`src/rtl/sys_ctrl.sv`:
```
// Command sequencer: parses the UART byte stream into register write/read and ALU
// commands, and returns read data or 16-bit ALU results as byte frames to the transmitter.
module sys_ctrl #(
    parameter int DATA_WIDTH = 8,
    parameter int ADDR_WIDTH = 4,
    parameter int FUN_WIDTH  = 4
) (
    input  logic                    CLK,
    input  logic                    RST,
    input  logic [DATA_WIDTH-1:0]   RX_P_DATA,
    input  logic                    RX_D_VLD,
    output logic [ADDR_WIDTH-1:0]   RF_ADDR,
    output logic                    RF_WR_EN,
    output logic [DATA_WIDTH-1:0]   RF_WR_DATA,
    output logic                    RF_RD_EN,
    input  logic [DATA_WIDTH-1:0]   RF_RD_DATA,
    input  logic                    RF_RD_VLD,
    output logic [FUN_WIDTH-1:0]    ALU_FUN,
    output logic                    ALU_EN,
    input  logic [2*DATA_WIDTH-1:0] ALU_OUT,
    input  logic                    ALU_OUT_VLD,
    output logic                    CLK_GATE_EN,
    output logic [DATA_WIDTH-1:0]   TX_P_DATA,
    output logic                    TX_D_VLD,
    input  logic                    TX_BUSY
);

    localparam logic [DATA_WIDTH-1:0] CMD_WR     = DATA_WIDTH'(8'hAA);
    localparam logic [DATA_WIDTH-1:0] CMD_RD     = DATA_WIDTH'(8'hBB);
    localparam logic [DATA_WIDTH-1:0] CMD_ALU_OP = DATA_WIDTH'(8'hCC);
    localparam logic [DATA_WIDTH-1:0] CMD_ALU_NP = DATA_WIDTH'(8'hDD);

    typedef enum logic [3:0] {
        ST_IDLE,
        ST_WR_ADDR,
        ST_WR_DATA,
        ST_RD_ADDR,
        ST_RD_WAIT,
        ST_OP_A,
        ST_OP_B,
        ST_ALU_FUN,
        ST_ALU_WAIT,
        ST_TX_REQ,
        ST_TX_ACK,
        ST_TX_DONE
    } state_t;

    state_t                  state_reg, state_next;
    logic [ADDR_WIDTH-1:0]   addr_reg, addr_next;
    logic [2*DATA_WIDTH-1:0] tx_buf_reg, tx_buf_next;
    logic [1:0]              tx_cnt_reg, tx_cnt_next;

    logic [ADDR_WIDTH-1:0]   rf_addr_reg, rf_addr_next;
    logic                    rf_wr_en_reg, rf_wr_en_next;
    logic [DATA_WIDTH-1:0]   rf_wr_data_reg, rf_wr_data_next;
    logic                    rf_rd_en_reg, rf_rd_en_next;
    logic [FUN_WIDTH-1:0]    alu_fun_reg, alu_fun_next;
    logic                    alu_en_reg, alu_en_next;
    logic                    clk_gate_en_reg, clk_gate_en_next;
    logic [DATA_WIDTH-1:0]   tx_p_data_reg, tx_p_data_next;
    logic                    tx_d_vld_reg, tx_d_vld_next;

    always_comb begin
        state_next      = state_reg;
        addr_next       = addr_reg;
        tx_buf_next     = tx_buf_reg;
        tx_cnt_next     = tx_cnt_reg;
        rf_addr_next    = rf_addr_reg;
        rf_wr_data_next = rf_wr_data_reg;
        alu_fun_next    = alu_fun_reg;
        tx_p_data_next  = tx_p_data_reg;
        rf_wr_en_next   = 1'b0;
        rf_rd_en_next   = 1'b0;
        alu_en_next     = 1'b0;
        tx_d_vld_next   = 1'b0;

        case (state_reg)
            ST_IDLE: begin
                if (RX_D_VLD) begin
                    case (RX_P_DATA)
                        CMD_WR:     state_next = ST_WR_ADDR;
                        CMD_RD:     state_next = ST_RD_ADDR;
                        CMD_ALU_OP: state_next = ST_OP_A;
                        CMD_ALU_NP: state_next = ST_ALU_FUN;
                        default:    state_next = ST_IDLE;
                    endcase
                end
            end
            ST_WR_ADDR: begin
                if (RX_D_VLD) begin
                    addr_next  = RX_P_DATA[ADDR_WIDTH-1:0];
                    state_next = ST_WR_DATA;
                end
            end
            ST_WR_DATA: begin
                if (RX_D_VLD) begin
                    rf_addr_next    = addr_reg;
                    rf_wr_data_next = RX_P_DATA;
                    rf_wr_en_next   = 1'b1;
                    state_next      = ST_IDLE;
                end
            end
            ST_RD_ADDR: begin
                if (RX_D_VLD) begin
                    rf_addr_next  = RX_P_DATA[ADDR_WIDTH-1:0];
                    rf_rd_en_next = 1'b1;
                    state_next    = ST_RD_WAIT;
                end
            end
            ST_RD_WAIT: begin
                if (RF_RD_VLD) begin
                    tx_buf_next = {{DATA_WIDTH{1'b0}}, RF_RD_DATA};
                    tx_cnt_next = 2'd1;
                    state_next  = ST_TX_REQ;
                end
            end
            // Operands land in the two lowest registers, where the ALU reads them.
            ST_OP_A: begin
                if (RX_D_VLD) begin
                    rf_addr_next    = '0;
                    rf_wr_data_next = RX_P_DATA;
                    rf_wr_en_next   = 1'b1;
                    state_next      = ST_OP_B;
                end
            end
            ST_OP_B: begin
                if (RX_D_VLD) begin
                    rf_addr_next    = ADDR_WIDTH'(1);
                    rf_wr_data_next = RX_P_DATA;
                    rf_wr_en_next   = 1'b1;
                    state_next      = ST_ALU_FUN;
                end
            end
            ST_ALU_FUN: begin
                if (RX_D_VLD) begin
                    alu_fun_next = RX_P_DATA[FUN_WIDTH-1:0];
                    alu_en_next  = 1'b1;
                    state_next   = ST_ALU_WAIT;
                end
            end
            ST_ALU_WAIT: begin
                if (ALU_OUT_VLD) begin
                    tx_buf_next = ALU_OUT;
                    tx_cnt_next = 2'd2;
                    state_next  = ST_TX_REQ;
                end
            end
            ST_TX_REQ: begin
                if (!TX_BUSY) begin
                    tx_p_data_next = tx_buf_reg[DATA_WIDTH-1:0];
                    tx_d_vld_next  = 1'b1;
                    state_next     = ST_TX_ACK;
                end
            end
            ST_TX_ACK: begin
                if (TX_BUSY) state_next = ST_TX_DONE;
            end
            // The low byte is always sent first; shifting exposes the high byte next.
            ST_TX_DONE: begin
                if (!TX_BUSY) begin
                    tx_cnt_next = tx_cnt_reg - 2'd1;
                    if (tx_cnt_reg > 2'd1) begin
                        tx_buf_next = tx_buf_reg >> DATA_WIDTH;
                        state_next  = ST_TX_REQ;
                    end else begin
                        state_next  = ST_IDLE;
                    end
                end
            end
            default: state_next = ST_IDLE;
        endcase

        clk_gate_en_next = (state_next == ST_ALU_FUN) || (state_next == ST_ALU_WAIT);
    end

    always_ff @(posedge CLK) begin
        if (!RST) begin
            state_reg       <= ST_IDLE;
            addr_reg        <= '0;
            tx_buf_reg      <= '0;
            tx_cnt_reg      <= '0;
            rf_addr_reg     <= '0;
            rf_wr_en_reg    <= 1'b0;
            rf_wr_data_reg  <= '0;
            rf_rd_en_reg    <= 1'b0;
            alu_fun_reg     <= '0;
            alu_en_reg      <= 1'b0;
            clk_gate_en_reg <= 1'b0;
            tx_p_data_reg   <= '0;
            tx_d_vld_reg    <= 1'b0;
        end else begin
            state_reg       <= state_next;
            addr_reg        <= addr_next;
            tx_buf_reg      <= tx_buf_next;
            tx_cnt_reg      <= tx_cnt_next;
            rf_addr_reg     <= rf_addr_next;
            rf_wr_en_reg    <= rf_wr_en_next;
            rf_wr_data_reg  <= rf_wr_data_next;
            rf_rd_en_reg    <= rf_rd_en_next;
            alu_fun_reg     <= alu_fun_next;
            alu_en_reg      <= alu_en_next;
            clk_gate_en_reg <= clk_gate_en_next;
            tx_p_data_reg   <= tx_p_data_next;
            tx_d_vld_reg    <= tx_d_vld_next;
        end
    end

    assign RF_ADDR     = rf_addr_reg;
    assign RF_WR_EN    = rf_wr_en_reg;
    assign RF_WR_DATA  = rf_wr_data_reg;
    assign RF_RD_EN    = rf_rd_en_reg;
    assign ALU_FUN     = alu_fun_reg;
    assign ALU_EN      = alu_en_reg;
    assign CLK_GATE_EN = clk_gate_en_reg;
    assign TX_P_DATA   = tx_p_data_reg;
    assign TX_D_VLD    = tx_d_vld_reg;

endmodule

```
`config.mk`:
```
export PLATFORM = sky130hd
export DESIGN_NAME = sys_ctrl
export DESIGN_NICKNAME = d
export VERILOG_FILES = /design/src/rtl/sys_ctrl.sv
export SDC_FILE = /design/constraint.sdc
export NUM_CORES = 1
export LEC_CHECK = 0
export ABC_AREA = 1
export BUFFER_PORTS_ARGS = -buffer_cell sky130_fd_sc_hd__buf_4
export CORE_MARGIN = 3
export CORE_UTILIZATION = 45
export CTS_BUF_LIST = sky130_fd_sc_hd__clkbuf_8
export DETAILED_ROUTE_END_ITERATION = 6
export GPL_TIMING_DRIVEN = 1
export PLACE_DENSITY = 0.78
export SETUP_SLACK_MARGIN = 0.5
export SKIP_LAST_GASP = 1
export SYNTH_ARGS = -nofsm -noshare
export SYNTH_HDL_FRONTEND = slang
export SYNTH_SLANG_ARGS = --single-unit
```
`constraint.sdc`:
```
create_clock -name CLK -period 1.9 [get_ports CLK]
set_input_delay 0 -clock CLK [delete_from_list [all_inputs] [get_ports CLK]]
set_output_delay 0 -clock CLK [all_outputs]
set_load 0.03 [all_outputs]
```
==> metrics.cfg <==
[drt]
drtPass1Iterations = 6
drcViolationCount = 0
viasPerCell = 5.26
wl_per_cell_um = 14.6
ant_nets = 0
wl_mm = 8.02
drt_iter0_drc = 157
vias = 2885

[placement]
place.port_buffers = 66
dp_hpwl_mm = 4.93
gp_congestion = 0.883

[worst_setup_path]
critPathTopFamily = simple AND/OR/NAND/NOR gates
critPathCaptureType = register
crit_path_start_kind = register
critPathMaxFanout = 8
max_stage_delay_ns = 0.42
path_buf_inv = 3
crit_chain = inv_4 > nand2_4 > nor2_8 > inv_2 > nor2_1 > nor2_2 > nand2_4 > nor2_4 > clkbuf_16 > nand3_1 > a21oi_2
slowest_stage = dfxtp_4
cp_data_arrival_time_ns = 1.85
cpMostUsedCell = nand2_4
critical_path_class = register to register
worstPathRequired_ns = 2.15

[sta]
max_freq_ghz = 0.628
tightestPinTransition_ns = 0.647
skew_ns = 0.0114
drv_slew = 0
min_period_ns = 1.59
timing.final.crit_share = 0.839
tns_ns = 0
hold_viol_final = 0
timing.slew.headroom = 0.568
rsz0062_at_grt = yes
setup_viol = 0
hold_ws_ns = 0.0348

[yosys]
synth_area_leaders = dfxtp_1 (42%), nand2_1 (14%), a21oi_1 (9.0%)
ys_async_sr_fraction = 0
netlist_area_um2 = 2620
synth_edf_count = 0
syn_inst = 375
synth_flop_cell = dfxtp_1
yosysSeqAreaShare = 0.421
synth.largest_area_cell = dfxtp_1
ys.warnings.count = 0
synth_common_cells = nand2_1 (97), dfxtp_1 (55), a21oi_1 (47), nor2_1 (37), inv_1 (36)
synth_cell_types = 28
yosysMostFrequentCell = nand2_1
synth_top_area_share = 0.421
syn_avg_cell_area_um2 = 6.98
ys_seq_elements = 55
synth_fp_nets = 414

[clock_tree]
ctsLongestPathBuffers = 2
cts_tree = yes
clockRootBuffer = clkbuf_8
insertion_delay_ns = 0.32
cts_buffers = 5
cts_htree_levels = 2
path_clk_slew_ns = 0.11
clkSinkCount = 55

[global_routing]
grt_pass1_vias = 2658
grt_pass1_wl_mm = 11.8
grt_antenna_before_repair = 0
gr-usage-all-layers = 0.222
overflow = 0
grt_start_max_net_pins = 40

[finish]
nNetsFinal = 514
drive_above_1_share = 0.387
antenna_cells = 0
area_delta_synth_final_pct = 50.6
largest_reg_flops = 16

[pwr]
p_total_mw = 2.90
leakage_nw = 1.83
vdd_drop_max_mv = 0.438
power.density_nw_per_um2 = 735

[floorplanning]
die-area_um2 = 6770
coreArea_um2 = 5570
die_x_um = 82.3
top_level_ports = 67
initial_core_util = 0.469
rows = 27
die_height_um = 82.3

[job]
maxCapViolations = 0

[worst_hold_path]
hold_path_class = primary input to register

[status]
outcome = completed

[report_power, final]
| part | leakage [nW] | switching (mW) | internal, mW |
|---|---|---|---|
| Sequential | 0.448 | 0.0544 | 1.23 |
| Combinational | 1.32 | 0.473 | 0.342 |
| Clock | 0.0599 | 0.405 | 0.394 |
[worst min-delay path, cell delays in order]
cell and delay (ns):
buf_4 0.08, a21oi_1 0.06, nand2_2 0.06, nand2_2 0.04
a21oi_2 0.08
[metal layers]
layer  wire length (µm)  track usage  up-vias
met5                  0            0        -
met4                176       0.0781        0
met3                735       0.0542       28
met2               4040        0.395      156
met1               3070        0.257     1292
li1                   -            -     1409
[cell families after synthesis]
logic type / Yosys count / synth area share
adders and majority gates: 1 / 0.00478
and+or+nand+nor: 181 / 0.317
AOI/OAI and AO/OA: 85 / 0.173
buffers and inverters: 53 / 0.0846
DFF: 55 / 0.421
[repair_timing]
item,4_1_cts,5_1_grt
gates resized for setup,29,56
setup endpoints to repair,39,48
setup buffers,5,11
endpoints found under the hold margin,24,0
hold buffers,16,0
pin swaps,6,19
gates cloned,1,1
[stage by stage]
step                      instance area, µm²  cells   util  worst slack [ns]
after global routing                    3940    548  0.707             0.232
after floorplan                         2650    375      -             0.461
after CTS                               3630    536  0.651             0.377
final                                   3940    548  0.707             0.307
after detailed placement                3210    506  0.576             0.280
after global placement                  3210    506  0.576             0.362
[area by class of cell]
| type | count | area, µm² |
|---|---|---|
| Fill cell | 409 | 1630 |
| Multi-Input combinational cell | 267 | 1560 |
| Sequential cell | 55 | 1120 |
| Timing Repair Buffer | 104 | 880 |
| Inverter | 41 | 174 |
| Tap cell | 72 | 90.1 |
| Clock buffer | 5 | 68.8 |
| Clock inverter | 3 | 42.5 |
| Timing Repair inverter | 1 | 7.51 |
[worst paths after layout]
check	start	end	slack (ns)	depth (start not counted)
setup / recovery	state_reg[1]$_SDFF_PN0_	tx_buf_reg[14]$_SDFFE_PN0P_	0.31	11
hold / removal	RF_RD_DATA[5]	tx_buf_reg[5]$_SDFFE_PN0P_	0.03	5
setup reg to reg	state_reg[1]$_SDFF_PN0_	tx_buf_reg[14]$_SDFFE_PN0P_	0.31	11
hold reg to reg	tx_buf_reg[0]$_SDFFE_PN0P_	tx_buf_reg[0]$_SDFFE_PN0P_	0.46	2
[layout by cell type, fill, tap and decap left out, types with 4 or more instances in the layout]
master	Yosys	final
o21ai_1	2	5
nand3_1	23	18
nor2_2	3	5
nor3_1	4	4
inv_1	36	31
nand3_2	6	10
dlygate4sd3_1	0	16
dfxtp_4	0	4
nand2_1	97	74
a21oi_2	2	14
a21oi_1	47	35
nor2_4	3	8
inv_6	0	4
o21ai_0	29	24
dfxtp_1	55	50
nand2_4	3	8
inv_2	5	6
nand2_2	1	17
nor2_1	37	30
buf_4	1	83
clkbuf_8	0	5
Power figures use the tool's default switching activity.
